[src/rtl/mandel_julia_solver_if.sv]
// Job-control and register-write bus for the Mandelbrot/Julia escape-time solver.
interface mandel_julia_solver_if #(
  parameter int WIDTH     = 16,
  parameter int ITER_BITS = 16
);
  logic                 wr_real_en;
  logic                 wr_imag_en;
  logic                 wr_const_en;
  logic [WIDTH-1:0]     real_data;
  logic [WIDTH-1:0]     imag_data;
  logic                 wr_iter_lim_en;
  logic [ITER_BITS-1:0] iter_lim_data;
  logic                 julia_mode;
  logic                 start;
  logic                 abort;
  logic                 busy;
  logic                 out_ready;
  logic [ITER_BITS-1:0] iterations;

  modport master (
    output wr_real_en, wr_imag_en, wr_const_en, real_data, imag_data,
           wr_iter_lim_en, iter_lim_data, julia_mode, start, abort,
    input  busy, out_ready, iterations
  );

  modport slave (
    input  wr_real_en, wr_imag_en, wr_const_en, real_data, imag_data,
           wr_iter_lim_en, iter_lim_data, julia_mode, start, abort,
    output busy, out_ready, iterations
  );
endinterface

[src/rtl/mandel_julia_solver.sv]
// Fixed-point escape-time iterator: one z <- z^2 + c step per clock, Mandelbrot or Julia.
module mandel_julia_solver #(
  parameter int WIDTH             = 16,
  parameter int FRAC_BITS         = 12,
  parameter int ITER_BITS         = 16,
  parameter int DIVERGENCE_RADIUS = 4
) (
  input logic                  clock,
  input logic                  reset,
  mandel_julia_solver_if.slave bus
);

  typedef enum logic [1:0] {IDLE, ITERATE, DONE} state_t;

  localparam logic [2*WIDTH:0] RADIUS_SQ =
    (2*WIDTH+1)'(DIVERGENCE_RADIUS) << (2*FRAC_BITS);

  state_t               state_q, state_d;
  logic [WIDTH-1:0]     pt_re_q, pt_re_d, pt_im_q, pt_im_d;
  logic [WIDTH-1:0]     k_re_q, k_re_d, k_im_q, k_im_d;
  logic [WIDTH-1:0]     z_re_q, z_re_d, z_im_q, z_im_d;
  logic [WIDTH-1:0]     c_re_q, c_re_d, c_im_q, c_im_d;
  logic [ITER_BITS-1:0] limit_q, limit_d, count_q, count_d;
  logic [ITER_BITS-1:0] iterations_q, iterations_d;
  logic                 busy_q, busy_d, out_ready_q, out_ready_d;

  logic signed [2*WIDTH-1:0] zr_sq, zi_sq, zri;
  logic signed [2*WIDTH:0]   diff, twice, re_shift, im_shift;
  logic [2*WIDTH:0]          mag;
  logic                      escaped;

  // Squares are non-negative, so zero-extending them gives an exact, wrap-free magnitude.
  always_comb begin
    zr_sq    = $signed(z_re_q) * $signed(z_re_q);
    zi_sq    = $signed(z_im_q) * $signed(z_im_q);
    zri      = $signed(z_re_q) * $signed(z_im_q);
    mag      = {1'b0, zr_sq} + {1'b0, zi_sq};
    escaped  = mag > RADIUS_SQ;
    diff     = {zr_sq[2*WIDTH-1], zr_sq} - {zi_sq[2*WIDTH-1], zi_sq};
    twice    = {zri, 1'b0};
    re_shift = diff >>> FRAC_BITS;
    im_shift = twice >>> FRAC_BITS;
  end

  always_comb begin
    state_d      = state_q;
    pt_re_d      = pt_re_q;
    pt_im_d      = pt_im_q;
    k_re_d       = k_re_q;
    k_im_d       = k_im_q;
    z_re_d       = z_re_q;
    z_im_d       = z_im_q;
    c_re_d       = c_re_q;
    c_im_d       = c_im_q;
    limit_d      = limit_q;
    count_d      = count_q;
    iterations_d = iterations_q;
    busy_d       = busy_q;
    out_ready_d  = out_ready_q;

    if (state_q != ITERATE) begin
      if (bus.wr_real_en)     pt_re_d = bus.real_data;
      if (bus.wr_imag_en)     pt_im_d = bus.imag_data;
      if (bus.wr_const_en) begin
        k_re_d = bus.real_data;
        k_im_d = bus.imag_data;
      end
      if (bus.wr_iter_lim_en) limit_d = bus.iter_lim_data;
    end

    // limit_q doubles as the job limit: writes are blocked while iterating.
    case (state_q)
      ITERATE: begin
        if (bus.abort) begin
          state_d = IDLE;
          busy_d  = 1'b0;
        end else if (escaped || count_q == limit_q) begin
          state_d      = DONE;
          iterations_d = count_q;
          busy_d       = 1'b0;
          out_ready_d  = 1'b1;
        end else begin
          z_re_d  = re_shift[WIDTH-1:0] + c_re_q;
          z_im_d  = im_shift[WIDTH-1:0] + c_im_q;
          count_d = count_q + ITER_BITS'(1);
        end
      end
      default: begin
        if (bus.abort) begin
          state_d     = IDLE;
          busy_d      = 1'b0;
          out_ready_d = 1'b0;
        end else if (bus.start) begin
          state_d     = ITERATE;
          busy_d      = 1'b1;
          out_ready_d = 1'b0;
          count_d     = '0;
          if (bus.julia_mode) begin
            z_re_d = pt_re_q;
            z_im_d = pt_im_q;
            c_re_d = k_re_q;
            c_im_d = k_im_q;
          end else begin
            z_re_d = '0;
            z_im_d = '0;
            c_re_d = pt_re_q;
            c_im_d = pt_im_q;
          end
        end
      end
    endcase
  end

  always_ff @(posedge clock or posedge reset) begin
    if (reset) begin
      state_q      <= IDLE;
      pt_re_q      <= '0;
      pt_im_q      <= '0;
      k_re_q       <= '0;
      k_im_q       <= '0;
      z_re_q       <= '0;
      z_im_q       <= '0;
      c_re_q       <= '0;
      c_im_q       <= '0;
      limit_q      <= '0;
      count_q      <= '0;
      iterations_q <= '0;
      busy_q       <= 1'b0;
      out_ready_q  <= 1'b0;
    end else begin
      state_q      <= state_d;
      pt_re_q      <= pt_re_d;
      pt_im_q      <= pt_im_d;
      k_re_q       <= k_re_d;
      k_im_q       <= k_im_d;
      z_re_q       <= z_re_d;
      z_im_q       <= z_im_d;
      c_re_q       <= c_re_d;
      c_im_q       <= c_im_d;
      limit_q      <= limit_d;
      count_q      <= count_d;
      iterations_q <= iterations_d;
      busy_q       <= busy_d;
      out_ready_q  <= out_ready_d;
    end
  end

  assign bus.busy       = busy_q;
  assign bus.out_ready  = out_ready_q;
  assign bus.iterations = iterations_q;

endmodule

[src/flat_wrapper.sv]
// flat-port wrapper written by rule: the top's interface ports become plain ports
module mandel_julia_solver_flat 
#(
  parameter int WIDTH             = 16,
  parameter int FRAC_BITS         = 12,
  parameter int ITER_BITS         = 16,
  parameter int DIVERGENCE_RADIUS = 4
)
  (clock, reset, bus_wr_real_en, bus_wr_imag_en, bus_wr_const_en, bus_real_data, bus_imag_data, bus_wr_iter_lim_en, bus_iter_lim_data, bus_julia_mode, bus_start, bus_abort, bus_busy, bus_out_ready, bus_iterations);
  mandel_julia_solver_if #(.WIDTH(WIDTH), .ITER_BITS(ITER_BITS)) bus_i ();
  input logic clock;
  input logic reset;
  input wire logic [$bits(bus_i.wr_real_en)-1:0] bus_wr_real_en;
  input wire logic [$bits(bus_i.wr_imag_en)-1:0] bus_wr_imag_en;
  input wire logic [$bits(bus_i.wr_const_en)-1:0] bus_wr_const_en;
  input wire logic [$bits(bus_i.real_data)-1:0] bus_real_data;
  input wire logic [$bits(bus_i.imag_data)-1:0] bus_imag_data;
  input wire logic [$bits(bus_i.wr_iter_lim_en)-1:0] bus_wr_iter_lim_en;
  input wire logic [$bits(bus_i.iter_lim_data)-1:0] bus_iter_lim_data;
  input wire logic [$bits(bus_i.julia_mode)-1:0] bus_julia_mode;
  input wire logic [$bits(bus_i.start)-1:0] bus_start;
  input wire logic [$bits(bus_i.abort)-1:0] bus_abort;
  output wire logic [$bits(bus_i.busy)-1:0] bus_busy;
  output wire logic [$bits(bus_i.out_ready)-1:0] bus_out_ready;
  output wire logic [$bits(bus_i.iterations)-1:0] bus_iterations;
  assign bus_i.wr_real_en = bus_wr_real_en;
  assign bus_i.wr_imag_en = bus_wr_imag_en;
  assign bus_i.wr_const_en = bus_wr_const_en;
  assign bus_i.real_data = bus_real_data;
  assign bus_i.imag_data = bus_imag_data;
  assign bus_i.wr_iter_lim_en = bus_wr_iter_lim_en;
  assign bus_i.iter_lim_data = bus_iter_lim_data;
  assign bus_i.julia_mode = bus_julia_mode;
  assign bus_i.start = bus_start;
  assign bus_i.abort = bus_abort;
  assign bus_busy = bus_i.busy;
  assign bus_out_ready = bus_i.out_ready;
  assign bus_iterations = bus_i.iterations;
  mandel_julia_solver #(.WIDTH(WIDTH), .FRAC_BITS(FRAC_BITS), .ITER_BITS(ITER_BITS), .DIVERGENCE_RADIUS(DIVERGENCE_RADIUS)) u_core (.clock(clock), .reset(reset), .bus(bus_i));
endmodule
[config.mk]
export PLATFORM = sky130hd
export DESIGN_NAME = mandel_julia_solver_flat
export DESIGN_NICKNAME = d
export VERILOG_FILES = /design/src/rtl/mandel_julia_solver_if.sv /design/src/rtl/mandel_julia_solver.sv /design/src/flat_wrapper.sv
export SDC_FILE = /design/constraint.sdc
export NUM_CORES = 2
export LEC_CHECK = 0
export CORE_UTILIZATION = 65
export CTS_CLUSTER_SIZE = 28
export DETAILED_ROUTE_END_ITERATION = 7
export GPL_TIMING_DRIVEN = 0
export PLACE_DENSITY = 0.85
export SLEW_MARGIN = 20
export SYNTH_ARGS = -nofsm -noshare
export SYNTH_HDL_FRONTEND = slang
export SYNTH_SLANG_ARGS = --single-unit
[constraint.sdc]
create_clock -name clock -period 19 [get_ports clock]
set_input_delay 3.8 -clock clock [delete_from_list [all_inputs] [get_ports clock]]
set_output_delay 3.8 -clock clock [all_outputs]
set_load 0.02 [all_outputs]
After elaboration in Yosys (flattened, before gate mapping)

Index checks and enable logic that the tools add are counted.

Reductions and logical operators: 12
Order comparisons: 1
Add/sub/neg operators: 5
Mux-type cells: 34
Equal/unequal tests: 7
Multipliers: 3
Bitwise logic cells: 2

Operators by type and width:

| kind                    | number |
|---|---|
| $mux W16                | 19 |
| $mul A16 B16 Y32        | 2 |
| $add A32 B32 Y33        | 1 |
| $gt A33 B27 Y1 const B  | 1 |
| $add A16 B16 Y16        | 2 |
| $sub A28 B28 Y28        | 1 |
| $mul A16 B16 Y27        | 1 |
| $add A16 B1 Y16 const B | 1 |
| $eq A16 B16 Y1          | 1 |
| $reduce_and A3 Y1       | 4 |
| $mux W1                 | 10 |
| $mux W2                 | 5 |
| $reduce_and A2 Y1       | 5 |
| $ne A2 B1 Y1 const B    | 2 |
| $ne A2 B2 Y1 const B    | 2 |
| $ne A3 B2 Y1 const B    | 1 |
| $reduce_bool A3 Y1      | 1 |
| $eq A2 B1 Y1 const B    | 1 |
| $not A1 Y1              | 2 |
| $reduce_bool A2 Y1      | 1 |
| $logic_or A1 B1 Y1      | 1 |

Output and inout port bits: 18
Bits in registers: 180
Logic and storage cells: 78
Bits of input ports: 57

Longest topological paths before layout

Depth in word-level cells: 7
Depth in mapped cells: 43
Depth with buffers taken out: 42

Worst setup path after synthesis

No wires, ideal clock.

Path type: register to register
Start: register u_core.z_re_q[3]
End: register u_core.z_re_q[15]
Path buffers: 3
Library setup time: 0.125 ns
Clock period less this slack: 9.049 ns
Cell stages (with the launch flop): 40
Required time: 18.875 ns
Arrival time: 8.924 ns
Path slack: 9.951 ns
Cells stage by stage: dfrtp_1 > clkbuf_1 > clkbuf_1 > nand2_1 > inv_1 > fa_1 > inv_1 > fa_1 > fa_1 > fa_1 > inv_1 > fa_1 > fa_1 > ha_1 > a21o_1 > a21o_1 > nand2_1 > nand2_1 > (+4 left out) > buf_1 > nor2b_1 > o21bai_1 > o21ai_0 > o31a_1 > o211ai_1 > a31oi_1 > o21bai_1 > a21oi_1 > xnor2_1 > ha_1 > and3_1 > a211o_1 > a21oi_1 > xnor2_1 > xnor2_1 > o21ai_0 > mux2_2

Cells in the longest elaborated chain, start to end: 6
Elaborated cells between the ends (all ways): 11
Classes of those cells: 3 x add/sub; 1 x mul; 1 x order compare; 1 x eq/ne; 3 x mux; 2 x reduce/logical

RTL lines:

| item                                                    | RTL line                                             | source |
|---|---|---|
| start, declared                                         | mandel_julia_solver.sv:21                            | `logic [WIDTH-1:0] z_re_q, z_re_d, z_im_q, z_im_d;` |
| start signal, assigned                                  | mandel_julia_solver.sv:136                           | `z_re_q <= z_re_d;` |
| $mul A16 B16 Y32 (*)                                    | mandel_julia_solver.sv:34                            | `zr_sq = $signed(z_re_q) * $signed(z_re_q);` |
| $add A32 B32 Y33 or $sub A28 B28 Y28 (tied branches)    | mandel_julia_solver.sv:37, mandel_julia_solver.sv:39 |  |
| $gt A33 B27 Y1 or $add A16 B16 Y16 (tied branches)      | mandel_julia_solver.sv:38, mandel_julia_solver.sv:83 |  |
| $logic_or A1 B1 Y1 or $mux W16 (tied branches)          | mandel_julia_solver.sv:77                            | `end else if (escaped \|\| count_q == limit_q) begin` |
| $ne A2 B2 Y1 (no line) or $mux W16 (tied branches)      | n/a                                                  |  |
| $reduce_and A3 Y1 (no line) or $mux W16 (tied branches) | n/a                                                  |  |

Every way passes the cells marked *; elsewhere a longest branch is shown, timed or not. The select of a mux whose other input is x is not followed.
A chain may end at the register's enable or synchronous reset.

Worst setup path in the final report

Start: register u_core.z_re_q[10]
End: register u_core.z_im_q[3]

Cells in the longest elaborated chain, start to end: 6
Elaborated cells between the ends (all ways): 11
Classes of those cells: 2 x add/sub; 2 x mul; 1 x order compare; 1 x eq/ne; 3 x mux; 2 x reduce/logical

RTL lines:

| item                        | RTL line                   | source |
|---|---|---|
| $mul A16 B16 Y32            | mandel_julia_solver.sv:34  |  |
| $add A32 B32 Y33            | mandel_julia_solver.sv:37  | `mag = {1'b0, zr_sq} + {1'b0, zi_sq};` |
| $gt A33 B27 Y1              | mandel_julia_solver.sv:38  | `escaped = mag > RADIUS_SQ;` |
| $logic_or A1 B1 Y1          | mandel_julia_solver.sv:77  |  |
| $ne A2 B2 Y1 (no line)      | n/a                        |  |
| $reduce_and A3 Y1 (no line) | n/a                        |  |
| end signal, assigned        | mandel_julia_solver.sv:137 | `z_im_q <= z_im_d;` |
| end, declared               | mandel_julia_solver.sv:21  |  |

Several ways; a longest one is shown, not always the timed one. The select of a mux whose other input is x is not followed.

==> impl_metrics.env <==
export IMPL_min_period_ns=12.73
export IMPL_grt_first_pass_wirelength_mm=164
export IMPL_dp_hpwl_mm=84.5
export IMPL_io_pins=75
export IMPL_report_final_slew_viol_count=0
export IMPL_drv_cap=0
export IMPL_grt_setup_unrepaired="no"
export IMPL_worstHoldPathCells=2
export IMPL_die_w_um=243
export IMPL_hold_path_class="reg -> reg"
export IMPL_yosys_area_share_adder_pct=48.2
export IMPL_die_height_um=243
export IMPL_synth_seq_cells=179
export IMPL_num_rows=87
export IMPL_worst_pin_slew_ns=1.23
export IMPL_relSlewSlack_pct=17.8
export IMPL_synthesis_area_um2=37600
export IMPL_cts_tree="yes"
export IMPL_grt_max_degree=100
export IMPL_ys_types=76
export IMPL_routabilityCongestion=0.991
export IMPL_cp_required_ns=19.35
export IMPL_fill_cells=4246
export IMPL_post_synth_top_area_cell="fa_1"
export IMPL_path_class="reg -> reg"
export IMPL_insertion_delay_ns=0.47
export IMPL_vias=29000
export IMPL_critPathLaunchType="flop"
export IMPL_drc_errors=0
export IMPL_wl_per_cell_um=21.0
export IMPL_synth_edf_count=0
export IMPL_cts_setup_buffers=0
export IMPL_synth_top_family_by_area="adder cells"
export IMPL_clock_path_buffers=2
export IMPL_port_buffer_count=73
export IMPL_totalWireLength_mm=103
export IMPL_nets=5233
export IMPL_synth_xor_area_share_pct=4.24
export IMPL_drive_above_1_share_pct=4.26
export IMPL_tns_ns=0
export IMPL_period_share_pct=67.0
export IMPL_initial_core_util_pct=66.2
export IMPL_reg2regPathDepth=32
export IMPL_cts_buffers=17
export IMPL_yosysWarnings=0
export IMPL_synth_ff_type="dfrtp_1"
export IMPL_setup_violations=0
export IMPL_first_pass_iters=6
export IMPL_outcome="complete, no violations"
export IMPL_synth_most_common_cell="inv_1"
export IMPL_skew_ns=0.0146
export IMPL_synth_compound_area_share_pct=7.31
export IMPL_grt_pass1_vias=31000
export IMPL_cp_common_cell="fa_1"
export IMPL_crit_fanout=10
export IMPL_muxShareOfSynthArea_pct=5.17
export IMPL_grt_usage_pct=36.5
export IMPL_synthCells=4053
export IMPL_ant_nets=0
export IMPL_synth_top_area_share_pct=37.0
export IMPL_async_reset_ff_share_pct=100
export IMPL_finalHoldViolations=0
export IMPL_synth_area_leaders="fa_1 37%, dfrtp_1 12%, ha_1 11%, inv_1 9.6%, nand2_1 3.9%"
export IMPL_core_area_um2=56800
export IMPL_fmax_mhz=78.6
export IMPL_overflow=0
export IMPL_synth_nets=5140
export IMPL_drt_iter0_drc=2589
export IMPL_slowest_delay_ns=1.04
export IMPL_worst_setup_path_end_kind="flop"
export IMPL_crit_slowest_cell="nor3b_1"
export IMPL_avgSynthCellArea_um2=9.28
export IMPL_clk_pin_slew_ns=0.08
export IMPL_postCtsHoldBufs=0
export IMPL_synth_simple_gate_area_share_pct=11.9
export IMPL_cts_sinks=179
export IMPL_cts_root_buffer="clkbuf_16"
export IMPL_synthTopCellsByCount="959 x inv_1, 696 x fa_1, 387 x nand2_1"
export IMPL_antenna_found_initial=3
export IMPL_drt_vias_per_instance=5.90
export IMPL_die_area_um2=58800
export IMPL_htreeDepth=4
export IMPL_cts_resized=0
export IMPL_syn_to_final_growth_pct=6.20
export IMPL_ys_seq_area_share_pct=11.9
export IMPL_cp_arrival_ns=13.08
-- cell families after synthesis --
kind of cell / Yosys count
buffers and inverters: 1124
adders and majority gates: 1030
and+or+nand+nor: 942
AOI/OAI and AO/OA: 420
xor gates and xnor gates: 182
DFF: 179
muxes: 176
-- critical path, delay by kind of cell (launching register included) --
family / cells / cell delay [ns]
flip-flops: 1 / 0.52
AO/OA/AOI/OAI: 7 / 1.90
multiplexers: 2 / 0.82
buffers and inverters: 7 / 2.36
adder cells (fa/ha/maj): 8 / 3.83
AND/OR/NAND/NOR: 8 / 3.15
-- flip-flops by register name, indices dropped and copies added, names as in the netlist --
signal and flops:
u_core.bus.iterations 16, u_core.c_im_q 16, u_core.c_re_q 16, u_core.count_q 16, u_core.k_im_q 16, u_core.k_re_q 16, u_core.limit_q 16, u_core.pt_im_q 16
u_core.pt_re_q 16, u_core.z_im_q 16, u_core.z_re_q 16, u_core.state_q 2, u_core.bus.out_ready 1
-- per-layer routing --
metal / share of wire [%] / GRT usage, %
met1: 36 / 45.2
met4: 6.9 / 22.4
met3: 12 / 11.3
met5: 0.059 / 0.735
met2: 45 / 56.1
-- final timing paths --
kind	slack (ns)	endpoint	startpoint
max in group asynchronous	14.28	u_core.z_re_q[0]	reset
setup / recovery	6.27	u_core.z_im_q[3]	u_core.z_re_q[10]
min in group asynchronous	3.81	u_core.pt_re_q[15]	reset
hold / removal	0.50	u_core.c_re_q[6]	u_core.c_re_q[6]
setup reg to reg	6.27	u_core.z_im_q[3]	u_core.z_re_q[10]
hold reg to reg	0.50	u_core.c_re_q[6]	u_core.c_re_q[6]
-- per-stage QoR --
stage,cells,hold WS [ns],utilization (%),cell area (um2),worst slack [ns]
6_report,4916,0.501,70.3,39900,6.27
5_1_grt,4915,0.525,70.3,39900,6.20
4_1_cts,4915,0.498,70.3,39900,6.96
3_5_place_dp,4883,0.481,69.2,39300,7.05
3_3_place_gp,4882,0.475,69.1,39300,7.23
2_1_floorplan,4053,0.456,-,37600,9.95
-- placed cells by master (no fill, tap or decap), drive strengths merged, types with 7 or more instances in the layout --
cell / count
o211ai: 17
nand2b: 35
a31o: 10
o2111ai: 7
o21a: 13
clkinv: 11
or3: 12
ha: 334
and2: 160
a21o: 48
nor2b: 20
dfrtp: 179
inv: 966
nand2: 387
nor3: 30
xnor2: 120
fa: 696
a211oi: 13
or2: 8
nor4: 11
clkdlybuf4s50: 73
xor2: 62
nor2: 157
a21oi: 104
o21bai: 25
mux2: 120
buf: 18
a31oi: 26
o21ai: 103
clkbuf: 160
mux2i: 56
nand3: 56
and3: 23
nand4: 21
-- cell type report --
type | count | area, um2 | share of cell area [%]
sequential | 179 | 4480 | 11.2
antenna | 1 | 2.50 | 0.00626
clock buffer | 17 | 425 | 1.07
multi-input combinational | 2750 | 28900 | 72.3
buffer | 160 | 632 | 1.58
inverter | 964 | 3630 | 9.08
timing repair buffer | 74 | 758 | 1.90
tap | 756 | 946 | 2.37
clock inverter | 15 | 191 | 0.479
Power is not shown: default switching activity piles up to over one toggle a cycle in this logic, so the estimate is an artifact.
